<file path="src/rtl/cache_ctrl_pkg.sv">
// Shared types and helpers for the N-way cache controller: FSM states, one-hot
// encoder and tree pseudo-LRU functions (sized for up to 16 ways).
package cache_ctrl_pkg;

   typedef enum logic [1:0] {StIdle, StCompare, StWriteback, StFill} state_e;

   // Lowest set bit wins when several are set.
   function automatic logic [3:0] onehot2idx(input logic [15:0] vec);
      logic [3:0] idx;
      idx = '0;
      for (int i = 15; i >= 0; i--) begin
         if (vec[i]) idx = 4'(i);
      end
      return idx;
   endfunction

   // Heap-ordered tree: node n has children 2n+1 (lower half) and 2n+2 (upper half).
   // A bit of 0 sends the victim search to the lower half.
   function automatic logic [3:0] plru_victim(input logic [14:0] bits, input int unsigned levels);
      logic [4:0] node;
      logic [3:0] way;
      node = '0;
      way  = '0;
      for (int unsigned l = 0; l < 4; l++) begin
         if (l < levels) begin
            way  = {way[2:0], bits[node[3:0]]};
            node = {node[3:0], 1'b0} + 5'd1 + {4'd0, bits[node[3:0]]};
         end
      end
      return way;
   endfunction

   function automatic logic [14:0] plru_update(input logic [14:0] bits, input logic [3:0] way,
                                               input int unsigned levels);
      logic [4:0]  node;
      logic [14:0] nbits;
      logic        b;
      node  = '0;
      nbits = bits;
      for (int unsigned l = 0; l < 4; l++) begin
         if (l < levels) begin
            b                  = way[2'(levels - 1 - l)];
            nbits[node[3:0]]   = ~b;
            node               = {node[3:0], 1'b0} + 5'd1 + {4'd0, b};
         end
      end
      return nbits;
   endfunction

endpackage

</file>
<file path="src/rtl/nway_cache_control_if.sv">
// CPU / array datapath / physical memory signals around the cache controller.
interface nway_cache_control_if #(
   parameter int unsigned NUM_WAYS = 4,
   parameter int unsigned S_INDEX  = 3,
   parameter int unsigned CNT_W    = 32
);
   localparam int unsigned WayW = $clog2(NUM_WAYS);

   logic                mem_read;
   logic                mem_write;
   logic                mem_resp;
   logic [S_INDEX-1:0]  set_idx;
   logic [NUM_WAYS-1:0] hit_vec;
   logic [NUM_WAYS-1:0] valid_vec;
   logic [NUM_WAYS-1:0] dirty_vec;
   logic [WayW-1:0]     way_sel;
   logic [NUM_WAYS-1:0] load_data;
   logic [NUM_WAYS-1:0] load_tag;
   logic [NUM_WAYS-1:0] load_valid;
   logic [NUM_WAYS-1:0] load_dirty;
   logic                data_in_sel;
   logic                dirty_in;
   logic                pmem_addr_sel;
   logic                pmem_read;
   logic                pmem_write;
   logic                pmem_resp;
   logic [CNT_W-1:0]    hit_count;
   logic [CNT_W-1:0]    miss_count;

   // master: CPU, arrays and memory; slave: the controller
   modport master (
      output mem_read, mem_write, set_idx, hit_vec, valid_vec, dirty_vec, pmem_resp,
      input  mem_resp, way_sel, load_data, load_tag, load_valid, load_dirty, data_in_sel,
             dirty_in, pmem_addr_sel, pmem_read, pmem_write, hit_count, miss_count
   );

   modport slave (
      input  mem_read, mem_write, set_idx, hit_vec, valid_vec, dirty_vec, pmem_resp,
      output mem_resp, way_sel, load_data, load_tag, load_valid, load_dirty, data_in_sel,
             dirty_in, pmem_addr_sel, pmem_read, pmem_write, hit_count, miss_count
   );
endinterface

</file>
<file path="src/rtl/plru_array.sv">
// Per-set tree pseudo-LRU state with a synchronous clear, one update port and a
// combinational victim lookup.
module plru_array
   import cache_ctrl_pkg::*;
#(
   parameter int unsigned NUM_WAYS = 4,
   parameter int unsigned S_INDEX  = 3
) (
   input  logic                        clk,
   input  logic                        rst,
   input  logic                        i_upd_en,
   input  logic [S_INDEX-1:0]          i_upd_set,
   input  logic [$clog2(NUM_WAYS)-1:0] i_upd_way,
   input  logic [S_INDEX-1:0]          i_rd_set,
   output logic [$clog2(NUM_WAYS)-1:0] o_victim
);
   localparam int unsigned NumSets = 1 << S_INDEX;
   localparam int unsigned TreeW   = NUM_WAYS - 1;
   localparam int unsigned WayW    = $clog2(NUM_WAYS);
   localparam int unsigned Levels  = $clog2(NUM_WAYS);

   logic [TreeW-1:0] r_plru [NumSets];

   assign o_victim = WayW'(plru_victim(15'(r_plru[i_rd_set]), Levels));

   always_ff @(posedge clk) begin
      if (rst) begin
         for (int unsigned i = 0; i < NumSets; i++) r_plru[i] <= '0;
      end else if (i_upd_en) begin
         r_plru[i_upd_set] <= TreeW'(plru_update(15'(r_plru[i_upd_set]), 4'(i_upd_way), Levels));
      end
   end
endmodule

</file>
<file path="src/rtl/nway_cache_control.sv">
// N-way set-associative write-back cache controller with tree PLRU replacement,
// separate writeback/fill phases and saturating hit/miss counters.
module nway_cache_control
   import cache_ctrl_pkg::*;
#(
   parameter int unsigned NUM_WAYS = 4,
   parameter int unsigned S_INDEX  = 3,
   parameter int unsigned CNT_W    = 32
) (
   input logic                 clk,
   input logic                 rst,
   nway_cache_control_if.slave bus
);
   localparam int unsigned WayW = $clog2(NUM_WAYS);

   state_e              r_state, w_state_d;
   logic [WayW-1:0]     r_victim, w_victim_d;
   logic                r_refill, w_refill_d;
   logic [CNT_W-1:0]    r_hit_count, r_miss_count;
   logic                w_hit_inc, w_miss_inc, w_plru_upd;
   logic                w_req;
   logic [NUM_WAYS-1:0] w_inv;
   logic [WayW-1:0]     w_hit_way, w_inv_way, w_plru_victim, w_miss_victim;

   assign w_req         = bus.mem_read | bus.mem_write;
   assign w_inv         = ~bus.valid_vec;
   assign w_hit_way     = WayW'(onehot2idx(16'(bus.hit_vec)));
   assign w_inv_way     = WayW'(onehot2idx(16'(w_inv)));
   assign w_miss_victim = (|w_inv) ? w_inv_way : w_plru_victim;
   assign bus.hit_count  = r_hit_count;
   assign bus.miss_count = r_miss_count;

   plru_array #(
      .NUM_WAYS(NUM_WAYS),
      .S_INDEX (S_INDEX)
   ) u_plru (
      .clk      (clk),
      .rst      (rst),
      .i_upd_en (w_plru_upd),
      .i_upd_set(bus.set_idx),
      .i_upd_way(w_hit_way),
      .i_rd_set (bus.set_idx),
      .o_victim (w_plru_victim)
   );

   always_ff @(posedge clk) begin
      if (rst) begin
         r_state      <= StIdle;
         r_victim     <= '0;
         r_refill     <= 1'b0;
         r_hit_count  <= '0;
         r_miss_count <= '0;
      end else begin
         r_state  <= w_state_d;
         r_victim <= w_victim_d;
         r_refill <= w_refill_d;
         if (w_hit_inc && (r_hit_count != '1))   r_hit_count  <= r_hit_count + 1'b1;
         if (w_miss_inc && (r_miss_count != '1)) r_miss_count <= r_miss_count + 1'b1;
      end
   end

   always_comb begin
      w_state_d         = r_state;
      w_victim_d        = r_victim;
      w_refill_d        = r_refill;
      w_hit_inc         = 1'b0;
      w_miss_inc        = 1'b0;
      w_plru_upd        = 1'b0;
      bus.mem_resp      = 1'b0;
      bus.way_sel       = '0;
      bus.load_data     = '0;
      bus.load_tag      = '0;
      bus.load_valid    = '0;
      bus.load_dirty    = '0;
      bus.data_in_sel   = 1'b0;
      bus.dirty_in      = 1'b0;
      bus.pmem_addr_sel = 1'b0;
      bus.pmem_read     = 1'b0;
      bus.pmem_write    = 1'b0;
      unique case (r_state)
         StIdle: begin
            if (w_req) w_state_d = StCompare;
         end
         StCompare: begin
            if (!w_req) begin
               w_state_d  = StIdle;
               w_refill_d = 1'b0;
            end else if (|bus.hit_vec) begin
               bus.way_sel  = w_hit_way;
               bus.mem_resp = 1'b1;
               w_plru_upd   = 1'b1;
               w_hit_inc    = ~r_refill;  // the post-fill re-compare is not a hit
               w_refill_d   = 1'b0;
               w_state_d    = StIdle;
               if (bus.mem_write) begin
                  bus.load_data[w_hit_way]  = 1'b1;
                  bus.load_dirty[w_hit_way] = 1'b1;
                  bus.data_in_sel           = 1'b1;
                  bus.dirty_in              = 1'b1;
               end
            end else begin
               bus.way_sel = w_miss_victim;
               w_victim_d  = w_miss_victim;
               w_miss_inc  = 1'b1;
               w_state_d   = bus.dirty_vec[w_miss_victim] ? StWriteback : StFill;
            end
         end
         StWriteback: begin
            bus.pmem_write    = 1'b1;
            bus.pmem_addr_sel = 1'b1;
            bus.way_sel       = r_victim;
            if (bus.pmem_resp) w_state_d = StFill;
         end
         StFill: begin
            bus.pmem_read = 1'b1;
            bus.way_sel   = r_victim;
            if (bus.pmem_resp) begin
               bus.load_data[r_victim]  = 1'b1;
               bus.load_tag[r_victim]   = 1'b1;
               bus.load_valid[r_victim] = 1'b1;
               bus.load_dirty[r_victim] = 1'b1;
               w_refill_d               = 1'b1;
               w_state_d                = StCompare;
            end
         end
         default: w_state_d = StIdle;
      endcase
   end
endmodule

</file>
<file path="src/flat_wrapper.sv">
// flat-port wrapper written by rule: the top's interface ports become plain ports
module nway_cache_control_flat import cache_ctrl_pkg::*;
#(
   parameter int unsigned NUM_WAYS = 4,
   parameter int unsigned S_INDEX  = 3,
   parameter int unsigned CNT_W    = 32
)
  (clk, rst, bus_mem_read, bus_mem_write, bus_set_idx, bus_hit_vec, bus_valid_vec, bus_dirty_vec, bus_pmem_resp, bus_mem_resp, bus_way_sel, bus_load_data, bus_load_tag, bus_load_valid, bus_load_dirty, bus_data_in_sel, bus_dirty_in, bus_pmem_addr_sel, bus_pmem_read, bus_pmem_write, bus_hit_count, bus_miss_count);
  nway_cache_control_if #(.NUM_WAYS(NUM_WAYS), .S_INDEX(S_INDEX), .CNT_W(CNT_W)) bus_i ();
  input logic clk;
  input logic rst;
  input wire logic [$bits(bus_i.mem_read)-1:0] bus_mem_read;
  input wire logic [$bits(bus_i.mem_write)-1:0] bus_mem_write;
  input wire logic [$bits(bus_i.set_idx)-1:0] bus_set_idx;
  input wire logic [$bits(bus_i.hit_vec)-1:0] bus_hit_vec;
  input wire logic [$bits(bus_i.valid_vec)-1:0] bus_valid_vec;
  input wire logic [$bits(bus_i.dirty_vec)-1:0] bus_dirty_vec;
  input wire logic [$bits(bus_i.pmem_resp)-1:0] bus_pmem_resp;
  output wire logic [$bits(bus_i.mem_resp)-1:0] bus_mem_resp;
  output wire logic [$bits(bus_i.way_sel)-1:0] bus_way_sel;
  output wire logic [$bits(bus_i.load_data)-1:0] bus_load_data;
  output wire logic [$bits(bus_i.load_tag)-1:0] bus_load_tag;
  output wire logic [$bits(bus_i.load_valid)-1:0] bus_load_valid;
  output wire logic [$bits(bus_i.load_dirty)-1:0] bus_load_dirty;
  output wire logic [$bits(bus_i.data_in_sel)-1:0] bus_data_in_sel;
  output wire logic [$bits(bus_i.dirty_in)-1:0] bus_dirty_in;
  output wire logic [$bits(bus_i.pmem_addr_sel)-1:0] bus_pmem_addr_sel;
  output wire logic [$bits(bus_i.pmem_read)-1:0] bus_pmem_read;
  output wire logic [$bits(bus_i.pmem_write)-1:0] bus_pmem_write;
  output wire logic [$bits(bus_i.hit_count)-1:0] bus_hit_count;
  output wire logic [$bits(bus_i.miss_count)-1:0] bus_miss_count;
  assign bus_i.mem_read = bus_mem_read;
  assign bus_i.mem_write = bus_mem_write;
  assign bus_i.set_idx = bus_set_idx;
  assign bus_i.hit_vec = bus_hit_vec;
  assign bus_i.valid_vec = bus_valid_vec;
  assign bus_i.dirty_vec = bus_dirty_vec;
  assign bus_i.pmem_resp = bus_pmem_resp;
  assign bus_mem_resp = bus_i.mem_resp;
  assign bus_way_sel = bus_i.way_sel;
  assign bus_load_data = bus_i.load_data;
  assign bus_load_tag = bus_i.load_tag;
  assign bus_load_valid = bus_i.load_valid;
  assign bus_load_dirty = bus_i.load_dirty;
  assign bus_data_in_sel = bus_i.data_in_sel;
  assign bus_dirty_in = bus_i.dirty_in;
  assign bus_pmem_addr_sel = bus_i.pmem_addr_sel;
  assign bus_pmem_read = bus_i.pmem_read;
  assign bus_pmem_write = bus_i.pmem_write;
  assign bus_hit_count = bus_i.hit_count;
  assign bus_miss_count = bus_i.miss_count;
  nway_cache_control #(.NUM_WAYS(NUM_WAYS), .S_INDEX(S_INDEX), .CNT_W(CNT_W)) u_core (.clk(clk), .rst(rst), .bus(bus_i));
endmodule
</file>
<file path="config.mk">
export PLATFORM = sky130hd
export DESIGN_NAME = nway_cache_control_flat
export DESIGN_NICKNAME = d
export VERILOG_FILES = /design/src/rtl/cache_ctrl_pkg.sv /design/src/rtl/nway_cache_control_if.sv /design/src/rtl/plru_array.sv /design/src/rtl/nway_cache_control.sv /design/src/flat_wrapper.sv
export SDC_FILE = /design/constraint.sdc
export NUM_CORES = 1
export LEC_CHECK = 0
export BUFFER_PORTS_ARGS = -buffer_cell sky130_fd_sc_hd__buf_4
export CAP_MARGIN = 20
export CORE_UTILIZATION = 59
export DETAILED_ROUTE_END_ITERATION = 7
export GPL_TIMING_DRIVEN = 0
export PLACE_DENSITY = 0.91
export SLEW_MARGIN = 20
export SYNTH_ARGS = -nofsm -noshare
export SYNTH_HDL_FRONTEND = slang
export SYNTH_SLANG_ARGS = --single-unit
</file>
<file path="constraint.sdc">
create_clock -name clk -period 5.8 [get_ports clk]
set_input_delay 0 -clock clk [delete_from_list [all_inputs] [get_ports clk]]
set_output_delay 0 -clock clk [all_outputs]
set_load 0.01 [all_outputs]
</file>
== After elaboration in Yosys (flattened, before gate mapping) ==
Memories as Yosys holds them, arrays and structs flattened.
Cells that the tools add are included.

* Memories: 1
* Input bits: 20
* Word-level logic and storage cells: 116
* RAM bits: 24
* Output and inout port bits: 88
* Flip-flop bits (word level): 69

* $add $sub $neg: 4
* Equality and inequality tests: 9
* Bitwise operators: 6
* Reduce and logical (&&, ||, !) cells: 14
* Mux-type cells: 69
* Order comparisons: 8

{| class="wikitable"
|+ Memories
! name !! depth !! bits a word !! read ports !! clocked after memory_dff !! wr ports !! line !! RTL
|-
| u_core.u_plru.r_plru || 8 || 3 || 1 || 0 || 8 || plru_array.sv:22 || <nowiki>logic [TreeW-1:0] r_plru [NumSets];</nowiki>
|}

{| class="wikitable"
|+ Operators by type and width
! cell !! number
|-
| $add 32x1->32 const B || 2
|-
| $ne 32x32->1 const B || 2
|-
| $mux 1 || 32
|-
| $mux 2 || 16
|-
| $mux 4 || 7
|-
| $bwmux 15 || 1
|-
| $mux 3 || 4
|-
| $lt 2x3->1 const B || 3
|-
| $reduce_and 3->1 || 3
|-
| $pmux 2 s4 || 1
|-
| $pmux 4 s2 || 1
|-
| $reduce_or 4->1 || 2
|-
| $logic_and 1x1->1 || 5
|-
| $lt 2x5->1 const B || 1
|-
| $lt 4x5->1 const B || 1
|-
| $add 1x1->2 const A || 2
|-
| $bmux 1 s4 || 1
|-
| $demux 1 s2 || 2
|-
| $demux 1 s4 || 1
|-
| $eq 2x2->1 const B || 2
|-
| $ge 2x1->1 const B || 2
|-
| $ge 4x1->1 const B || 1
|-
| $ne 2x2->1 const B || 2
|-
| $not 1->1 || 4
|-
| 12 further kinds || 12
|}

== Depth between registers and ports, before layout ==
Gate-level depths: netlist (run 1).

* Depth after elaboration: 15
* Gate-level depth with buffers: 10

== By module ==
Synthesis (run 1) repeated with hierarchy kept, for this count alone.

* Cells, all modules: 585
* Area total of the unflattened synthesis: 5303.8 um^2

{| class="wikitable"
|+ By module, submodules not included
! module !! instances !! area an instance (um^2) !! cells an instance !! seq. area each (um^2)
|-
| nway_cache_control || 1 || 3972.6 || 492 || 1381.3
|-
| plru_array || 1 || 1331.3 || 93 || 720.7
|}

== Worst setup path before layout (run 1) ==
Ideal clock, no wire load.

* Path kind: reg2reg
* Start point: register u_core.r_miss_count[0] (netlist: u_core.bus.miss_count[0])
* End point: register u_core.r_miss_count[21] (netlist: u_core.bus.miss_count[21])
* Clock period less this slack: 2.138 ns
* Library setup time: 0.128 ns
* Data required time: 5.672 ns
* Stages on the path, launching flop included: 9
* Arrival: 2.011 ns
* Path slack: 3.662 ns
* Cell sequence: dfxtp_1 ha_1 inv_1 or4_4 o31a_1 buf_6 nand4_1 xor2_1 nor2_1

* Longest elaborated chain between the ends: 2

{| class="wikitable"
|+ Ends and longest elaborated chain
! what !! line !! RTL
|-
| start, declared || nway_cache_control.sv:19 || <nowiki>logic [CNT_W-1:0] r_hit_count, r_miss_count;</nowiki>
|-
| start signal, assigned || nway_cache_control.sv:58 || <nowiki>if (w_miss_inc && (r_miss_count != '1)) r_miss_count <= r_miss_count + 1'b1;</nowiki>
|-
| branches (longest 2 deep; another with $add 32x1->32) || - ||
|}

Several ways; the timed one is not identified.
A chain may end at the register's enable or synchronous reset.

== Final worst setup path (run 1) ==
* Start point: register u_core.r_state[1]
* End point: register u_core.r_hit_count[5] (netlist: u_core.bus.hit_count[5])

* Longest elaborated chain between the ends: 3

{| class="wikitable"
|+ Ends and longest elaborated chain
! what !! line !! RTL
|-
| start, declared || nway_cache_control.sv:16 || <nowiki>state_e r_state, w_state_d;</nowiki>
|-
| start signal, assigned || nway_cache_control.sv:48 || <nowiki>r_state <= StIdle;</nowiki>
|-
| start signal, assigned || nway_cache_control.sv:54 || <nowiki>r_state <= w_state_d;</nowiki>
|-
| $eq 2x1->1 || nway_cache_control.sv:80 || <nowiki>unique case (r_state)</nowiki>
|-
| $mux 1 || nway_cache_control.sv:80 ||
|-
| $logic_and 1x1->1 || nway_cache_control.sv:57 || <nowiki>if (w_hit_inc && (r_hit_count != '1)) r_hit_count <= r_hit_count + 1'b1;</nowiki>
|-
| end signal, assigned || nway_cache_control.sv:57 ||
|-
| end, declared || nway_cache_control.sv:19 ||
|}

Every way passes these cells.

==> results of run 1 <==
==> critical path: cells and delay by family (launching register included) <==
kind,cells,cell delay (ns)
compound gates,2,0.21
flops,1,0.35
buf+inv,2,0.30
simple gates,3,1.56
fa+ha+maj,1,0.23
==> area by class of cell <==
class | instances | area, sq um
Buffer | 28 | 159
Clock buffer | 10 | 128
Clock inverter | 6 | 62.6
Fill cell | 569 | 1900
Inverter | 9 | 33.8
Multi-Input combinational cell | 414 | 2520
Sequential cell | 93 | 2100
Tap cell | 102 | 128
Timing Repair Buffer | 103 | 773
==> flip-flops by register name, indices dropped and copies added, names as in the netlist <==
name,count
u_core.r_state,2
u_core.bus.hit_count,32
u_core.bus.miss_count,32
u_core.u_plru.r_plru,24
u_core.r_refill,1
u_core.r_victim,2
==> cell families (layout without fill, tap and decap cells) <==
kind of cell	after synthesis	after routing	synth area share
simple gates	274	274	0.286
mux	14	14	0.0400
xor+xnor	50	50	0.0910
fa+ha+maj	6	6	0.0156
flops	93	93	0.437
buf+inv	37	156	0.0400
compound gates	70	70	0.0907
==> worst max-delay path by stage <==
stage,startpoint,to,slack [ns],depth (start not counted)
2_1_floorplan,u_core.bus.miss_count[0],u_core.bus.miss_count[21],3.66,8
3_3_place_gp,u_core.r_state[1],u_core.bus.hit_count[5],3.28,8
3_5_place_dp,u_core.r_state[1],u_core.bus.hit_count[5],3.20,8
4_1_cts,u_core.r_state[1],u_core.bus.hit_count[5],3.16,8
5_1_grt,u_core.r_state[1],u_core.bus.hit_count[5],2.82,8
6_report,u_core.r_state[1],u_core.bus.hit_count[5],3.07,8
==> synthesized netlist by cell type (6+ instances only) <==
cell type   n
mux2i_1     8
edfxtp_1   24
nor3_1     14
inv_1       9
nand3_1    35
o21ai_0    23
a21oi_1    25
xnor2_1    10
and3_1     16
ha_1        6
nand4_1    27
nor4_1      6
buf_4      11
xor2_1     40
nand2_1    35
clkbuf_1   12
dfxtp_1    69
or3_1      13
nand2b_1   10
nor2_1     95
and4_1      7
==> layer usage <==
layer	vias up	track usage	wire length, um
li1	2169	-	-
met1	2216	0.368	5240
met2	217	0.517	6300
met3	38	0.0452	808
met4	0	0.151	368
met5	-	0	0
==> metrics by stage <==
step | total power, mW | utilization | cells
finish | 1.23 | 0.756 | 765
detailed placement | 0.818 | 0.732 | 749
global route | 1.27 | 0.756 | 765
floorplan | 0.771 | - | 544
global placement | 0.813 | 0.732 | 749
CTS | 1.23 | 0.756 | 765
==> power groups by stage <==
| stage | logic [mW] | clock network (mW) | registers [mW] |
|---|---|---|---|
| detailed placement | 0.121 | 0 | 0.697 |
| global route | 0.134 | 0.451 | 0.684 |
| floorplan | 0.0754 | 0 | 0.696 |
| CTS | 0.122 | 0.427 | 0.682 |
| finish | 0.123 | 0.428 | 0.682 |
| global placement | 0.117 | 0 | 0.696 |
==> flow_summary.toml, run 1 <==
[synthesis]
synth_edf_count = 24
synthArstFlopShare = 0
synth_area_sq_um = 4810
syn_inst = 544
syn_nets = 570
yosysWarnings = 0
avgSynthCellArea_sq_um = 8.85
synth_top_area_frac = 0.287
yosys-top-cells-area = "dfxtp_1 29%, edfxtp_1 15%, nor2_1 7.4%, xor2_1 7.3%, nand3_1 3.6%"
ys_seq_area_frac = 0.437
ys_types = 55
yosysTopAreaCell = "dfxtp_1"
ys.flop_type = "dfxtp_1"
synth-seq-cells = 93

[die]
rows = 32
die_area_sq_um = 8530
die_h_um = 92.3
core-area_sq_um = 7810
ios = 108
dieWidth_um = 92.3
start_util = 0.617

[sta]
period_needed_ns = 2.73
rsz0062_at_grt = "no"
slew_viol_final = 0
period_share = 0.471
hold_viol = 0
setup_violations = 0
clock.fmax_ghz = 0.366
fin_hold_ws_ns = 0.0471
slew-limit-headroom = 0.304
tns_ns = 0
skew_ns = 0.0154
worstMarginPinSlew_ns = 1.04
worst_slack_ns = 3.07

[global_route]
grt-ovfl-total = 0
grt_usage = 0.302
grt_antenna_before_repair = 0
grt_max_degree = 16
grt_pass1_vias = 4508
grt_pass1_wl_um = 20700

[route]
drt_iter0_markers = 328
totalWireLength_um = 12700
drtPass1Iterations = 6
drc = 0
wl_per_cell_um = 16.6
antenna_left = 0
via_per_inst = 6.07
vias = 4640

[place]
gp_congestion = 0.903
hpwl_um = 9120
port_buffers = 103
post_dp_cell_area_sq_um = 5720
dp_slack_ns = 3.20

[worst_setup_path]
worstPathArrival_ns = 3.01
crit_chain = "inv_1, ha_1, o21ai_0, buf_2, nor3_1, nand2_1, or4_1, o21ai_0"
max_stage_delay_ns = 0.85
path_max_fanout = 10
cp-end-kind = "flop"
slowest_stage = "nor3_1"
timing.rr.start = "u_core.r_state[1]"
required_ns = 6.08
worstSetupPathType = "reg2reg"
r2r_cells = 8
r2r-end = "u_core.bus.hit_count[5]"
startpoint_type = "flop"
critPathMostFrequentCell = "o21ai_0"
reg2reg_slack_ns = 3.07

[cells_and_area]
drive_gt1_frac = 0.220
fin_nets = 684
areaGrowthSynthToFinish_pct = 22.7
stdcell_area_sq_um = 5910
num_antenna_cells = 0
mostFrequentLayoutCell = "buf_4"
final_cell_mix = "114 x buf_4, 95 x nor2_1, 69 x dfxtp_1"

[power_and_ir_drop]
p_int_mw = 0.922
power.switching_mw = 0.311
p_leak_nw = 2.35
power_density_nw_per_um2 = 209
ir_drop_mv = 0.167
combPwrFrac = 0.100
clkPwrFrac = 0.347
p_sw_frac = 0.252
p_seq_frac = 0.553

[min_path]
min_path_cells = 3
hold_start = "bus_valid_vec[1]"
min_to = "u_core.r_state[0]"
hold_path_class = "in2reg"

[clock_network]
cts.clk_slew.worst_paths_ns = 0.10
cts_buffer_depth = 2
ctsResizeCount = 0
cts_made_buffers = 9
hold_buffers = 0
cts.sinks = 93
cts_tree = "yes"
post_cts_buffers = 0
ctsHtreeMaxLevel = 3
worstSkewPairLatency_ns = 0.36
root_buffer = "clkbuf_8"

[outcome]
status = "completed"

[flow_run]
cap_viol_max_count = 0
(Power assumes the default switching activity.)
==> inputs of run 2 (changes only) <==
CORE_UTILIZATION = 54   (was 59)
PLACE_DENSITY = 0.85   (was 0.91)
clock period = 2.77 ns   (was 5.8 ns; I/O delays follow)
==> flow_summary.toml, run 2 (synthesized netlist as in run 1, its figures left out) <==
[route]
antenna_left = 0
vias = 4526
wl_per_cell_um = 15.7
drc = 0
totalWireLength_um = 12100
via_per_inst = 5.87
drtPass1Iterations = 6
drt_iter0_markers = 315

[worst_setup_path]
cp-end-kind = "flop"
worstPathArrival_ns = 2.86
startpoint_type = "flop"
r2r_cells = 5
setup.worst_path.start = "u_core.bus.miss_count[6]"
path_max_fanout = 8
reg2reg_slack_ns = 0.21
r2r-end = "u_core.bus.miss_count[31]"
timing.rr.start = "u_core.bus.miss_count[6]"
worstSetupPathType = "reg2reg"
required_ns = 3.07
cp-endpoint = "u_core.bus.miss_count[31]"

[cells_and_area]
areaGrowthSynthToFinish_pct = 22.8
num_antenna_cells = 0
final_cell_mix = "114 x buf_4, 95 x nor2_1, 69 x dfxtp_1"
mostFrequentLayoutCell = "buf_4"
fin_nets = 684
stdcell_area_sq_um = 5910
n_fill_cell = 726
stdcell_count = 771
drive_gt1_frac = 0.225

[sta]
slew-limit-headroom = 0.360
period_share = 0.926
setup_violations = 0
tns_ns = 0
slew_viol_final = 0
hold_viol = 0
worst_slack_ns = 0.205
worstMarginPinSlew_ns = 0.951
clock.fmax_ghz = 0.390
rsz0062_at_grt = "no"
period_needed_ns = 2.56
skew_ns = 0.0134

[global_route]
grt_pass1_vias = 4090
grt_antenna_before_repair = 0
grt_max_degree = 18
grt-ovfl-total = 0
grt_pass1_wl_um = 18700
grt_usage = 0.264

[place]
dp_slack_ns = 0.230
port_buffers = 103
gp_congestion = 0.913
dp.cells = 755
hpwl_um = 9050
post_dp_cell_area_sq_um = 5720

[clock_network]
cts_made_buffers = 9
cts_buffer_depth = 2
cts.sinks = 93
hold_buffers = 0
ctsHtreeMaxLevel = 3
worstSkewPairLatency_ns = 0.37
cts.clk_slew.worst_paths_ns = 0.10
cts_tree = "yes"
root_buffer = "clkbuf_8"

[die]
core-area_sq_um = 8680
rows = 34
ios = 108
start_util = 0.555
die_area_sq_um = 9300
dieWidth_um = 96.4
die_h_um = 96.4

[power_and_ir_drop]
power_density_nw_per_um2 = 430
p_leak_nw = 2.35
ir_drop_mv = 0.306
fin_total_pwr_mw = 2.54

[flow_run]
cap_viol_max_count = 0

[outcome]
status = "completed"

[min_path]
hold_path_class = "in2reg"
run 2: worst min path at each step:
stage | from | endpoint | slack, ns | depth (start not counted)
floorplan | bus_hit_vec[0] | bus_load_data[1] | 0.11 | 1
global placement | bus_hit_vec[0] | bus_load_data[0] | 0.40 | 3
detailed placement | bus_hit_vec[0] | bus_load_data[0] | 0.40 | 3
CTS | bus_valid_vec[1] | u_core.r_state[0] | 0.05 | 3
global route | bus_valid_vec[1] | u_core.r_state[0] | 0.08 | 3
finish | bus_valid_vec[1] | u_core.r_state[0] | 0.05 | 3
run 2: per-layer routing:
metal,vias up,track usage,share of wire
li1,2170,-,-
met1,2140,0.337,0.42
met2,185,0.439,0.48
met3,31,0.0446,0.073
met4,0,0.118,0.025
met5,-,0,0
run 2: report_power, final:
group | internal [mW] | switching (mW) | total, mW
registers | 1.41 | 0.0150 | 1.43
logic | 0.101 | 0.155 | 0.256
clock network | 0.338 | 0.517 | 0.855
total | 1.85 | 0.687 | 2.54
run 2: worst max-delay path, cell delays in order, from the launching register on:
cell and delay, ns:
dfxtp_1 0.46, nand4_1 0.26, nor4_1 0.73, o2111ai_1 0.46
or3_1 0.43, a21oi_1 0.16
run 2: cell type report:
class | count | area (sq um) | share of cell area
plain buffers | 28 | 159 | 0.0269
clock buffers | 9 | 124 | 0.0210
clock inverters | 7 | 57.6 | 0.00974
inverters | 9 | 33.8 | 0.00572
multi-input cells | 414 | 2530 | 0.427
flip-flops and latches | 93 | 2100 | 0.356
well taps | 108 | 135 | 0.0229
repair buffers | 103 | 773 | 0.131
run 2: through the flow:
stage / hold slack [ns] / util
6_report: 0.0472 / 0.681
5_1_grt: 0.0798 / 0.681
4_1_cts: 0.0457 / 0.680
3_5_place_dp: 0.401 / 0.659
3_3_place_gp: 0.402 / 0.659
2_1_floorplan: 0.114 / -
run 2: timing repair:
item / 4_1_cts / 5_1_grt
gates resized for setup: 0 / 1
setup buffers: 0 / 0
setup endpoints to repair: 0 / 4
